===== src/rtl/sys_cmd_host.sv =====
// sys_cmd_host: command-frame source for the system serial RX input.
// Accepts one parallel command and turns it into the byte sequence the
// system controller decodes, then sends each byte as a UART frame:
// start, 8 data bits LSB first, optional parity, stop. One bit per clock.
//
// Ports
//   i_clk, i_rst_n         bit clock, async active-low reset
//   i_cmd_valid/o_cmd_ready command handshake (ready only in IDLE)
//   i_cmd_type             00 REG_WR, 01 REG_RD, 10 ALU_OP, 11 ALU_NOP
//   i_addr, i_data_a/b     address and operands
//   i_alu_fun              ALU function code
//   i_par_en, i_par_typ    parity enable / odd (1) or even (0)
//   i_inj_par_err          (CMD_PAR_ERR_INJ_EN only) flip parity of last byte
//   o_tx_serial            serial line, idles high
//   o_busy                 command in flight
//   o_byte_done            pulse while each stop bit is on the line
//   o_cmd_done             pulse in the cycle after the last stop bit
//
// Optional feature: define CMD_PAR_ERR_INJ_EN to add parity error injection.
module sys_cmd_host #(
   parameter int DATA_WIDTH = 8,
   parameter int ADDR_WIDTH = 4,
   parameter int IDLE_GAP   = 1
) (
   input  logic                  i_clk,
   input  logic                  i_rst_n,
   input  logic                  i_cmd_valid,
   output logic                  o_cmd_ready,
   input  logic [1:0]            i_cmd_type,
   input  logic [ADDR_WIDTH-1:0] i_addr,
   input  logic [DATA_WIDTH-1:0] i_data_a,
   input  logic [DATA_WIDTH-1:0] i_data_b,
   input  logic [3:0]            i_alu_fun,
   input  logic                  i_par_en,
   input  logic                  i_par_typ,
`ifdef CMD_PAR_ERR_INJ_EN
   input  logic                  i_inj_par_err,
`endif
   output logic                  o_tx_serial,
   output logic                  o_busy,
   output logic                  o_byte_done,
   output logic                  o_cmd_done
);

   if (ADDR_WIDTH > 8) begin : g_bad_addr
      $error("sys_cmd_host: ADDR_WIDTH must not exceed 8");
   end
   if (DATA_WIDTH != 8) begin : g_bad_data
      $error("sys_cmd_host: DATA_WIDTH must be 8 for UART framing");
   end
   if (IDLE_GAP < 0 || IDLE_GAP > 15) begin : g_bad_gap
      $error("sys_cmd_host: IDLE_GAP must be in 0..15");
   end

   typedef enum logic [2:0] {IDLE, START, DATA, PARITY, STOP, GAP} state_t;

   localparam logic [3:0] GAP_LAST = (IDLE_GAP > 0) ? 4'(IDLE_GAP - 1) : 4'd0;

   state_t                     state;
   logic [3:0][DATA_WIDTH-1:0] byte_buf;
   logic [2:0]                 len;
   logic [1:0]                 byte_idx;
   logic [2:0]                 bit_cnt;
   logic [3:0]                 gap_cnt;
   logic                       par_en_q;
   logic                       par_typ_q;
   logic                       inj_q;

   logic [DATA_WIDTH-1:0] addr_byte;
   logic [DATA_WIDTH-1:0] fun_byte;
   logic [DATA_WIDTH-1:0] cur_byte;
   logic                  last_byte;
   logic                  par_bit;

   assign addr_byte = DATA_WIDTH'(i_addr);
   assign fun_byte  = DATA_WIDTH'(i_alu_fun);
   assign cur_byte  = byte_buf[byte_idx];
   assign last_byte = ({1'b0, byte_idx} == (len - 3'd1));
   // Injection only ever touches the final byte, so the receiver sees one
   // clean header and a corrupt tail.
   assign par_bit   = (^cur_byte) ^ par_typ_q ^ (inj_q & last_byte);

`ifndef CMD_PAR_ERR_INJ_EN
   assign inj_q = 1'b0;
`endif

   always_ff @(posedge i_clk or negedge i_rst_n) begin
      if (!i_rst_n) begin
         state       <= IDLE;
         byte_buf    <= '0;
         len         <= '0;
         byte_idx    <= '0;
         bit_cnt     <= '0;
         gap_cnt     <= '0;
         par_en_q    <= 1'b0;
         par_typ_q   <= 1'b0;
`ifdef CMD_PAR_ERR_INJ_EN
         inj_q       <= 1'b0;
`endif
         o_tx_serial <= 1'b1;
         o_cmd_ready <= 1'b1;
         o_busy      <= 1'b0;
         o_byte_done <= 1'b0;
         o_cmd_done  <= 1'b0;
      end else begin
         o_byte_done <= 1'b0;
         o_cmd_done  <= 1'b0;
         case (state)
            IDLE: begin
               if (i_cmd_valid && o_cmd_ready) begin
                  byte_buf <= '0;
                  case (i_cmd_type)
                     2'b00: begin
                        byte_buf[0] <= DATA_WIDTH'(8'hAA);
                        byte_buf[1] <= addr_byte;
                        byte_buf[2] <= i_data_a;
                        len         <= 3'd3;
                     end
                     2'b01: begin
                        byte_buf[0] <= DATA_WIDTH'(8'hBB);
                        byte_buf[1] <= addr_byte;
                        len         <= 3'd2;
                     end
                     2'b10: begin
                        byte_buf[0] <= DATA_WIDTH'(8'hCC);
                        byte_buf[1] <= i_data_a;
                        byte_buf[2] <= i_data_b;
                        byte_buf[3] <= fun_byte;
                        len         <= 3'd4;
                     end
                     default: begin
                        byte_buf[0] <= DATA_WIDTH'(8'hDD);
                        byte_buf[1] <= fun_byte;
                        len         <= 3'd2;
                     end
                  endcase
                  par_en_q    <= i_par_en;
                  par_typ_q   <= i_par_typ;
`ifdef CMD_PAR_ERR_INJ_EN
                  inj_q       <= i_inj_par_err;
`endif
                  byte_idx    <= '0;
                  bit_cnt     <= '0;
                  gap_cnt     <= '0;
                  state       <= START;
                  o_tx_serial <= 1'b0;
                  o_cmd_ready <= 1'b0;
                  o_busy      <= 1'b1;
               end
            end
            START: begin
               state       <= DATA;
               bit_cnt     <= '0;
               o_tx_serial <= cur_byte[0];
            end
            DATA: begin
               // bit_cnt names the bit currently on the line
               if (bit_cnt == 3'd7) begin
                  bit_cnt <= '0;
                  if (par_en_q) begin
                     state       <= PARITY;
                     o_tx_serial <= par_bit;
                  end else begin
                     state       <= STOP;
                     o_tx_serial <= 1'b1;
                     o_byte_done <= 1'b1;
                  end
               end else begin
                  bit_cnt     <= bit_cnt + 3'd1;
                  o_tx_serial <= cur_byte[bit_cnt + 3'd1];
               end
            end
            PARITY: begin
               state       <= STOP;
               o_tx_serial <= 1'b1;
               o_byte_done <= 1'b1;
            end
            STOP: begin
               if (last_byte) begin
                  state       <= IDLE;
                  o_tx_serial <= 1'b1;
                  o_cmd_ready <= 1'b1;
                  o_busy      <= 1'b0;
                  o_cmd_done  <= 1'b1;
               end else begin
                  byte_idx <= byte_idx + 2'd1;
                  if (IDLE_GAP > 0) begin
                     state       <= GAP;
                     gap_cnt     <= '0;
                     o_tx_serial <= 1'b1;
                  end else begin
                     state       <= START;
                     o_tx_serial <= 1'b0;
                  end
               end
            end
            GAP: begin
               if (gap_cnt == GAP_LAST) begin
                  gap_cnt     <= '0;
                  state       <= START;
                  o_tx_serial <= 1'b0;
               end else begin
                  gap_cnt     <= gap_cnt + 4'd1;
                  o_tx_serial <= 1'b1;
               end
            end
            default: begin
               state       <= IDLE;
               o_tx_serial <= 1'b1;
               o_cmd_ready <= 1'b1;
               o_busy      <= 1'b0;
            end
         endcase
      end
   end

endmodule


===== config.mk =====
export PLATFORM = sky130hd
export DESIGN_NAME = sys_cmd_host
export DESIGN_NICKNAME = d
export VERILOG_FILES = /design/src/rtl/sys_cmd_host.sv
export SDC_FILE = /design/constraint.sdc
export NUM_CORES = 1
export LEC_CHECK = 0
export ABC_AREA = 1
export CELL_PAD_IN_SITES_DETAIL_PLACEMENT = 1
export CELL_PAD_IN_SITES_GLOBAL_PLACEMENT = 1
export CORE_ASPECT_RATIO = 0.5
export CORE_MARGIN = 8
export CORE_UTILIZATION = 39
export CTS_CLUSTER_DIAMETER = 200
export DETAILED_ROUTE_END_ITERATION = 7
export PLACE_DENSITY = 0.78
export SYNTH_ARGS = -nofsm -noshare
export SYNTH_HDL_FRONTEND = slang
export SYNTH_SLANG_ARGS = --single-unit
export TNS_END_PERCENT = 50

===== constraint.sdc =====
create_clock -name i_clk -period 1.7 [get_ports i_clk]
set_input_delay 0.34 -clock i_clk [delete_from_list [all_inputs] [get_ports i_clk]]
set_output_delay 0.34 -clock i_clk [all_outputs]
set_load 0.005 [all_outputs]

Yosys cells after proc, flatten, opt, wreduce, memory -nomap -nowiden
Index checks and enable logic that the tools add are counted.
{"block": "word_totals", "register_bits": 54, "input_bits": 31, "out_inout_bits": 5, "elab_cells": 92}
{"block": "classes", "n_addsub": 4, "magnitude_cmp": 2, "eq_ne": 14, "muxes": 39, "bitwise_logic": 2, "reduce_logical": 15}
{"cell": "16-bit case mux with 3 select lines", "count": 1}
{"cell": "3-bit two-way mux", "count": 7}
{"cell": "3-bit case mux with 6 select lines", "count": 1}
{"cell": "8-bit binary-select mux with 2-bit select", "count": 1}
{"cell": "4-bit two-way mux", "count": 4}
{"cell": "8-bit case mux with 2 select lines", "count": 1}
{"cell": "1-bit two-way mux", "count": 12}
{"cell": "4-bit case mux with 3 select lines", "count": 1}
{"cell": "3-bit AND reduction", "count": 4}
{"cell": "2-bit inequality test, second input constant", "count": 5}
{"cell": "3-bit == test, second input constant", "count": 3}
{"cell": "3-bit case mux with 3 select lines", "count": 1}
{"cell": "8-bit two-way mux", "count": 1}
{"cell": "8-bit parity", "count": 1}
{"cell": "3-bit by 2-bit == test with 1-bit output, second input constant", "count": 2}
{"cell": "1-bit case mux with 3 select lines", "count": 2}
{"cell": "3-bit case mux with 2 select lines", "count": 1}
{"cell": "3-bit nonzero test", "count": 2}
{"cell": "4-bit by 1-bit adder with 4-bit output, second input constant", "count": 1}
{"cell": "4-bit zero test", "count": 1}
{"cell": "3-bit by 4-bit < comparator with 1-bit output, second input constant", "count": 1}
{"cell": "2-bit two-way mux", "count": 2}
{"cell": "1-bit case mux with 4 select lines", "count": 1}
{"cell": "2-bit case mux with 2 select lines", "count": 1}
{"cell": "18 further kinds", "count": 19}

Longest topological paths before layout
Gate-level depths: netlist of the first run.
{"block": "depth", "ltp_word": 7, "ltp_mapped": 15, "mapped_depth_nobuf": 15}

Worst setup path after synthesis of the first run
No wires, ideal clock.
{"block": "synth_path", "path_type": "register -> register", "startpoint": "reg len[0]", "endpoint": "reg gap_cnt[2]", "setup_time_ns": 0.123, "arrival_ns": 1.399, "t_required_ns": 1.577, "setup_slack_ns": 0.178, "stages_incl_launch_ff": 12, "path_buffers": 0, "period_less_slack_ns": 1.522, "cell_sequence": "dfrtp_1 -> inv_1 -> ha_1 -> xor2_1 -> nand3_1 -> nand2_1 -> nand3_1 -> nand2_1 -> inv_1 -> nand2_1 -> o22ai_1 -> a21oi_1"}
{"block": "synth_via", "elab_chain_len": 4}
{"item": "start: declaration", "line_no": "61", "source": "logic [2:0] len;"}
{"item": "start signal: assignment", "line_no": "91", "source": "len <= '0;"}
{"item": "start signal: assignment", "line_no": "117", "source": "len <= 3'd3;"}
{"item": "start signal: assignment", "line_no": "122", "source": "len <= 3'd2;"}
{"item": "3-bit by 1-bit subtractor with 3-bit output", "line_no": "78", "source": "assign last_byte = ({1'b0, byte_idx} == (len - 3'd1));"}
{"item": "2-bit by 3-bit == test with 1-bit output", "line_no": "78"}
{"item": "2-bit inequality test (no source line)"}
{"item": "3-bit AND reduction (no source line)"}
{"item": "end signal: assignment", "line_no": "203", "source": "gap_cnt <= gap_cnt + 4'd1;"}
{"item": "end: declaration", "line_no": "64", "source": "logic [3:0] gap_cnt;"}
No other way between the ends.
A chain may end at the register's enable or synchronous reset.

Final worst setup path of the first run
{"block": "layout_path", "startpoint": "reg byte_idx[0]", "endpoint": "reg o_tx_serial"}
{"block": "layout_via", "elab_chain_len": 7, "word_cells_on_any_way": 9, "classes_between": "7 x mux; 1 x bitwise; 1 x reduce/logical"}
{"item": "start: declaration", "line_no": "62", "source": "logic [1:0] byte_idx;"}
{"item": "start signal: assignment", "line_no": "186", "source": "byte_idx <= byte_idx + 2'd1;"}
{"item": "8-bit binary-select mux with 2-bit select *", "line_no": "77", "source": "assign cur_byte = byte_buf[byte_idx];"}
{"item": "8-bit two-way mux (not written as such) *", "line_no": "77"}
{"item": "8-bit parity", "line_no": "81", "source": "assign par_bit = (^cur_byte) ^ par_typ_q ^ (inj_q & last_byte);"}
{"item": "1-bit XOR", "line_no": "81"}
{"item": "1-bit two-way mux", "line_no": "160", "source": "if (par_en_q) begin"}
{"item": "1-bit two-way mux", "line_no": "158", "source": "if (bit_cnt == 3'd7) begin"}
{"item": "1-bit case mux with 4 select lines *", "line_no": "108", "source": "case (state)"}
{"item": "end signal: assignment", "line_no": "154", "source": "o_tx_serial <= cur_byte[0];"}
{"item": "end signal: assignment", "line_no": "162", "source": "o_tx_serial <= par_bit;"}
{"item": "end signal: assignment", "line_no": "170", "source": "o_tx_serial <= cur_byte[bit_cnt + 3'd1];"}
{"item": "end: declaration", "line_no": "39", "source": "output logic o_tx_serial,"}
Every way passes the cells marked *; elsewhere a longest branch is shown, timed or not. The select of a mux whose other input is x is not followed.

==> results.cfg, run 1 <==
[global_routing]
met1_usage_pct = 20.9
antenna_found_initial = 0
grt_max_degree = 47
gr-max-usage-layer = met2
grt_pass1_wl_mm = 14.6
met3_usage_pct = 4.37
grt_use_total_pct = 18.7
use_met2_pct = 34.5
grt_overflow = 0
grt_pass1_vias = 3062

[clocking]
cts-buffers-inserted = 5
cts_num_sinks = 46
clk_latency_ps = 300
cts_tree = built
root_buffer = clkbuf_16
htree_num_levels = 2
clk_pin_slew_ps = 70
cts_max_path_buffers = 2

[detailed_routing]
firstDrtPassIters = 4
routed_via_density = 5.43
num_vias = 2956
drtIter0Drc = 227
postRouteAntennaNets = 0
wl_mm = 10.9
wl_per_cell_um = 20.1
drc = 0

[setup_path]
crit_required_ps = 1910
critical_path.endpoint_type = register
r2r-start = byte_idx[0]
cp_slowest_stage_delay_ps = 520
crit_path_start = byte_idx[0]
worstSetupStartpointType = register
crit_chain = clkinvlp_4, nand3_1, nand3_4, nor2_1, nor2_1, nand2_1, nand2_2, inv_2, nand2_1, nand3_1, nand3_1, nand2_1, nand3_2
worst_ep_arrival_time_ps = 2240
path_max_fanout = 6
critPathKind = register to register
worst_path_max_delay_cell = dfrtp_2
crit_buf_inv = 2
cp_top_family = simple AND/OR/NAND/NOR gates

[pwr]
p_switching_w = 0.00395
p_comb_share_pct = 63.1
clkPwrFrac_pct = 12.2
p_leak_nw = 1.97
power_w = 0.00814
peakVddDrop_v = 0.000701
switching_share_pct = 48.5
internal_power_w = 0.00419
pwr_density_cell_nw_per_um2 = 2070
p_seq_share_pct = 24.6

[status]
violations = negative setup slack
status = finished with violations

[cells_and_area]
fin_util_pct = 59.9
design_area_um2 = 3940
multi_input_area_um2 = 1530
final_cell_mix = 97 x nand2_1, 49 x inv_1, 42 x buf_4
seq_area_um2 = 1160
fillers = 829
layout-drive-gt1-share_pct = 31.4
final_nets = 487
diodes = 0
final_common_cell = nand2_1
areaGrowthSynthToFinish_pct = 50.7

[job]
maxCapViolations = 0

[floorplanning]
die_y_um = 73.9
start_util_pct = 39.8
die_area_um2 = 9730
io_pins = 36
coreArea_um2 = 6570
rows = 21
dieWidth_um = 132

[synthesis]
netlist_area_um2 = 2610
synth-edff-count = 0
synth-seq-cells = 46
ys_types = 28
postSynth.asyncResetShare_pct = 100
synth_compound_area_share_pct = 10.7
synth_fa_ha_area_share_pct = 2.40
yosysSeqAreaShare_pct = 44.2
ys_dominant_reg_cell = dfrtp_1
synthMuxAreaShare_pct = 0
avgSynthCellArea_um2 = 7.12
synth_cells = 367
yosysWarnings = 0
synth-simple-area-share_pct = 31.2
synth_top_family_by_area = simple AND/OR/NAND/NOR gates
synth_xor_area_share_pct = 1.34
syn_nets = 403

[placement]
pre_cts_ws_ps = -160
io_buffers = 35
gp_congestion = 0.829
place_area_um2 = 3320
hpwl_mm = 6.46

[sta]
rsz0062_at_grt = yes
setup_violations = 9
fin_crit_sh_pct = 120
tightest_slew_ps = 404
fmax_mhz = 492
setup_slack_ps = -333
finClkSkew_ps = 10.7
fin_crit_ps = 2030
relSlewSlack_pct = 72.9
maxSlewViolCount = 0
hold_violations = 0
whs_ps = 0.967

[hold_path]
hold_path_class = input pin to asynchronous set/reset pin
==> state kept, by name, indices dropped and copies added (netlist names) <==
signal       count
o_busy           1
o_cmd_ready      1
o_byte_done      1
byte_buf        24
o_tx_serial      1
len              3
state            3
par_en_q         1
o_cmd_done       1
bit_cnt          3
byte_idx         2
par_typ_q        1
gap_cnt          4
==> final timing paths <==
kind / end / slack [ps] / cells after the start
min in group i_clk: byte_buf[16] / 520 / 2
worst max-delay path: o_tx_serial / -330 / 13
worst max register to register: o_tx_serial / -330 / 13
worst min register to register: byte_buf[16] / 520 / 2
max in group asynchronous: o_tx_serial / 1390 / 2
worst min-delay path: byte_buf[13] / 1 / 2
==> Yosys cell counts, drive strengths merged, types with 2 or more instances <==
master / count / area (µm²)
o211ai: 6 / 45.0
nand3: 40 / 205
xor2: 3 / 26.3
o21ai: 18 / 90.1
o21a: 3 / 22.5
clkbuf: 3 / 11.3
nor3: 3 / 15.0
inv: 61 / 229
dfstp: 2 / 52.6
dfrtp: 44 / 1100
buf: 4 / 25.0
ha: 5 / 62.6
a21oi: 7 / 35.0
nor2: 28 / 108
a22oi: 3 / 22.5
nand2: 121 / 454
nand4: 2 / 12.5
nor4: 2 / 12.5
o22ai: 7 / 43.8
==> worst register-to-register path, stage by stage, from the launching register on <==
cell and delay, ps:
dfrtp_2 520, clkinvlp_4 210, nand3_1 210, nand3_4 130, nor2_1 180, nor2_1 70
nand2_1 90, nand2_2 80, inv_2 60, nand2_1 50, nand3_1 90, nand3_1 80
nand2_1 90, nand3_2 80
==> routing by layer <==
metal | share of wire, % | routed length (µm)
met4 | 4.6 | 503
met2 | 50 | 5440
met5 | 0 | 0
met3 | 6.7 | 733
met1 | 39 | 4230
==> through the flow <==
step,setup TNS (ps),instances
floorplan,0,367
global placement,-926,522
detailed placement,-3110,522
CTS,-83.8,539
global route,-1650,544
finish,-772,544
==> final cells by class <==
type                            instances  area share (%)
Inverter                               61            5.88
Clock buffer                            6            3.27
Clock inverter                          2           0.350
Sequential cell                        46            29.4
Timing Repair inverter                  1           0.191
Tap cell                               92            2.92
Timing Repair Buffer                   83            19.1
Multi-Input combinational cell        253            38.9
==> power groups by stage <==
stage / registers [W] / logic (W) / clock network (W)
2_1_floorplan: 0.00176 / 0.00220 / 0
5_1_grt: 0.00203 / 0.00552 / 0.00104
4_1_cts: 0.00191 / 0.00403 / 0.000993
6_report: 0.00200 / 0.00514 / 0.000997
3_3_place_gp: 0.00184 / 0.00339 / 0
3_5_place_dp: 0.00186 / 0.00354 / 0
==> cell families after synthesis <==
kind of cell             Yosys count
flip-flops                        46
XOR/XNOR                           4
buffers and inverters             68
AO/OA/AOI/OAI                     47
AND/OR/NAND/NOR                  197
adder cells (fa/ha/maj)            5
==> repair_timing <==
| action | CTS | global route |
|---|---|---|
| hold buffers | 0 | 0 |
| gates cloned | 2 | 0 |
| pin swaps | 10 | 32 |
| setup endpoints to repair | 21 | 36 |
| resized for setup | 41 | 67 |
| buffers inserted | 7 | 5 |
Power figures use the tool's default switching activity.
==> run 2, diff against run 1 <==
- CORE_UTILIZATION: 39 -> 30
- PLACE_DENSITY: 0.78 -> 0.62
==> run 2 against run 1 <==
Net effect:
- the run still ends with negative setup slack left
- register-to-register slack improved by 260 ps
- worst setup slack improved by 260 ps
- count of clock-buffer cells in the layout decreased by 1
- die area increased by 25%
- hold slack improved by 13 ps
- critical path depth increased by 1
- power decreased by 6.7%
==> results.cfg, run 2 (same netlist as run 1, synthesis figures left out) <==
[clocking]
cts_tree = built
ctsHoldBuffers = 0
cts_num_sinks = 46
cts_max_path_buffers = 2
clk_pin_slew_ps = 80
root_buffer = clkbuf_16
htree_num_levels = 2
clk_latency_ps = 300
cts-buffers-inserted = 5

[cells_and_area]
top_regs = byte_buf (24), gap_cnt (4)
layout-drive-gt1-share_pct = 31.1
stdcell_count = 570
areaGrowthSynthToFinish_pct = 51.4
largest_reg_flops = 24
final_cell_mix = 96 x nand2_1, 50 x inv_1, 43 x buf_4
regMostFlops = byte_buf
final_nets = 488
design_area_um2 = 3950
final_common_cell = nand2_1
diodes = 0
fillers = 1059

[global_routing]
antenna_found_initial = 0
grt_pass1_vias = 2909
grt_use_total_pct = 15.1
grt_pass1_wl_mm = 14.5
grt_overflow = 0
grt_max_degree = 47

[pwr]
p_leak_nw = 1.97
pwr_density_cell_nw_per_um2 = 1920
peakVddDrop_v = 0.000562
p_seq_share_pct = 25.8
p_comb_share_pct = 60.5
clkPwrFrac_pct = 13.7
switching_share_pct = 45.2
p_switching_w = 0.00343
internal_power_w = 0.00416

[sta]
setup_violations = 1
fmax_mhz = 565
rsz0062_at_grt = yes
tightest_slew_ps = 308
setup_slack_ps = -70.4
fin_crit_sh_pct = 104
maxSlewViolCount = 0
finClkSkew_ps = 9.66
relSlewSlack_pct = 79.3
tns_ps = -70.4
hold_violations = 0
fin_crit_ps = 1770

[detailed_routing]
firstDrtPassIters = 4
drc = 0
drtIter0Drc = 99
routed_via_density = 4.72
num_vias = 2690
wl_per_cell_um = 15.3
postRouteAntennaNets = 0
wl_mm = 8.72

[setup_path]
ff2ff_path_depth = 14
timing.rr.end = o_tx_serial
crit_required_ps = 1940
critPathKind = register to register
critical_path.endpoint_type = register
rrSetupSlack_ps = -70
path_max_fanout = 6
worstSetupStartpointType = register
r2r-start = byte_idx[0]
worst_ep_arrival_time_ps = 2010

[placement]
pre_cts_ws_ps = -199
place_area_um2 = 3380
gp_congestion = 0.805
dpl.cell_count = 552
io_buffers = 35
hpwl_mm = 6.54

[floorplanning]
rows = 24
coreArea_um2 = 8590
die_y_um = 82.0
die_area_um2 = 12100
start_util_pct = 30.4
io_pins = 36
dieWidth_um = 148

[hold_path]
hold_path_class = input pin to asynchronous set/reset pin

[status]
violations = negative setup slack
status = finished with violations

[job]
maxCapViolations = 0
[run 2: changes by cell type in the layout (fill, tap and decap cells not counted), moves of 2 or more]
cell	before	now
o22ai_2	3	1
xor2_1	3	1
xor2_2	0	2
o22ai_1	4	6
[run 2: area by class of cell]
type	instances	area, µm²	area share, %
Multi-Input combinational cell	253	1520	38.4
Clock buffer	5	125	3.17
Clock inverter	3	28.8	0.728
Tap cell	117	146	3.70
Inverter	61	234	5.92
Sequential cell	46	1160	29.3
Timing Repair Buffer	84	739	18.7
Timing Repair inverter	1	3.75	0.0950
[run 2: routing by layer]
layer	part of all wire [%]	vias to the layer above	global-route usage, %
li1	-	1335	-
met1	48	1307	18.9
met2	47	38	25.7
met3	3.3	10	3.63
met4	1.3	0	5.25
met5	0	-	0
[run 2: power by group through the flow]
stage / clock [W] / combinational, W / sequential, W
after floorplan: 0 / 0.00220 / 0.00176
after global placement: 0 / 0.00346 / 0.00186
after detailed placement: 0 / 0.00357 / 0.00187
after CTS: 0.00107 / 0.00414 / 0.00193
after global routing: 0.00111 / 0.00517 / 0.00201
final: 0.00104 / 0.00459 / 0.00196
[run 2: metrics by stage]
stage                     util [%]  total power (W)  hold slack (ps)
after CTS                     44.0          0.00714             18.1
final                         46.0          0.00759             13.6
after detailed placement      39.4          0.00544              345
after global routing          46.0          0.00830             29.1
after floorplan                  -          0.00396             44.4
after global placement        39.4          0.00532              339
[run 2: what timing repair did]
action                     4_1_cts  5_1_grt
buffers inserted                 4        3
gates cloned                     3        0
pin swaps                       28       16
gates resized for setup         60       45
setup endpoints to repair        8       33
[run 2: worst max-delay path by stage]
stage | slack, ps | startpoint | end
after detailed placement | -200 | byte_idx[0] | o_tx_serial
after global routing | -240 | byte_idx[0] | o_tx_serial
after CTS | -20 | byte_idx[0] | o_tx_serial
after floorplan | 180 | len[0] | gap_cnt[2]
final | -70 | byte_idx[0] | o_tx_serial
after global placement | -90 | i_cmd_valid | byte_buf[23]
[run 2: worst max-delay path: stages (launching register included)]
cell and delay, ps:
dfrtp_2 500, clkinv_4 130, nor2_4 200, nand2_2 130, nand2_2 90, nor2_2 40, nand2_1 70, nand2_2 60
nand2_1 80, nand2_2 60, nand2_1 60, nand3_1 60, nand3_1 80, nand2_1 70, nand3_2 70
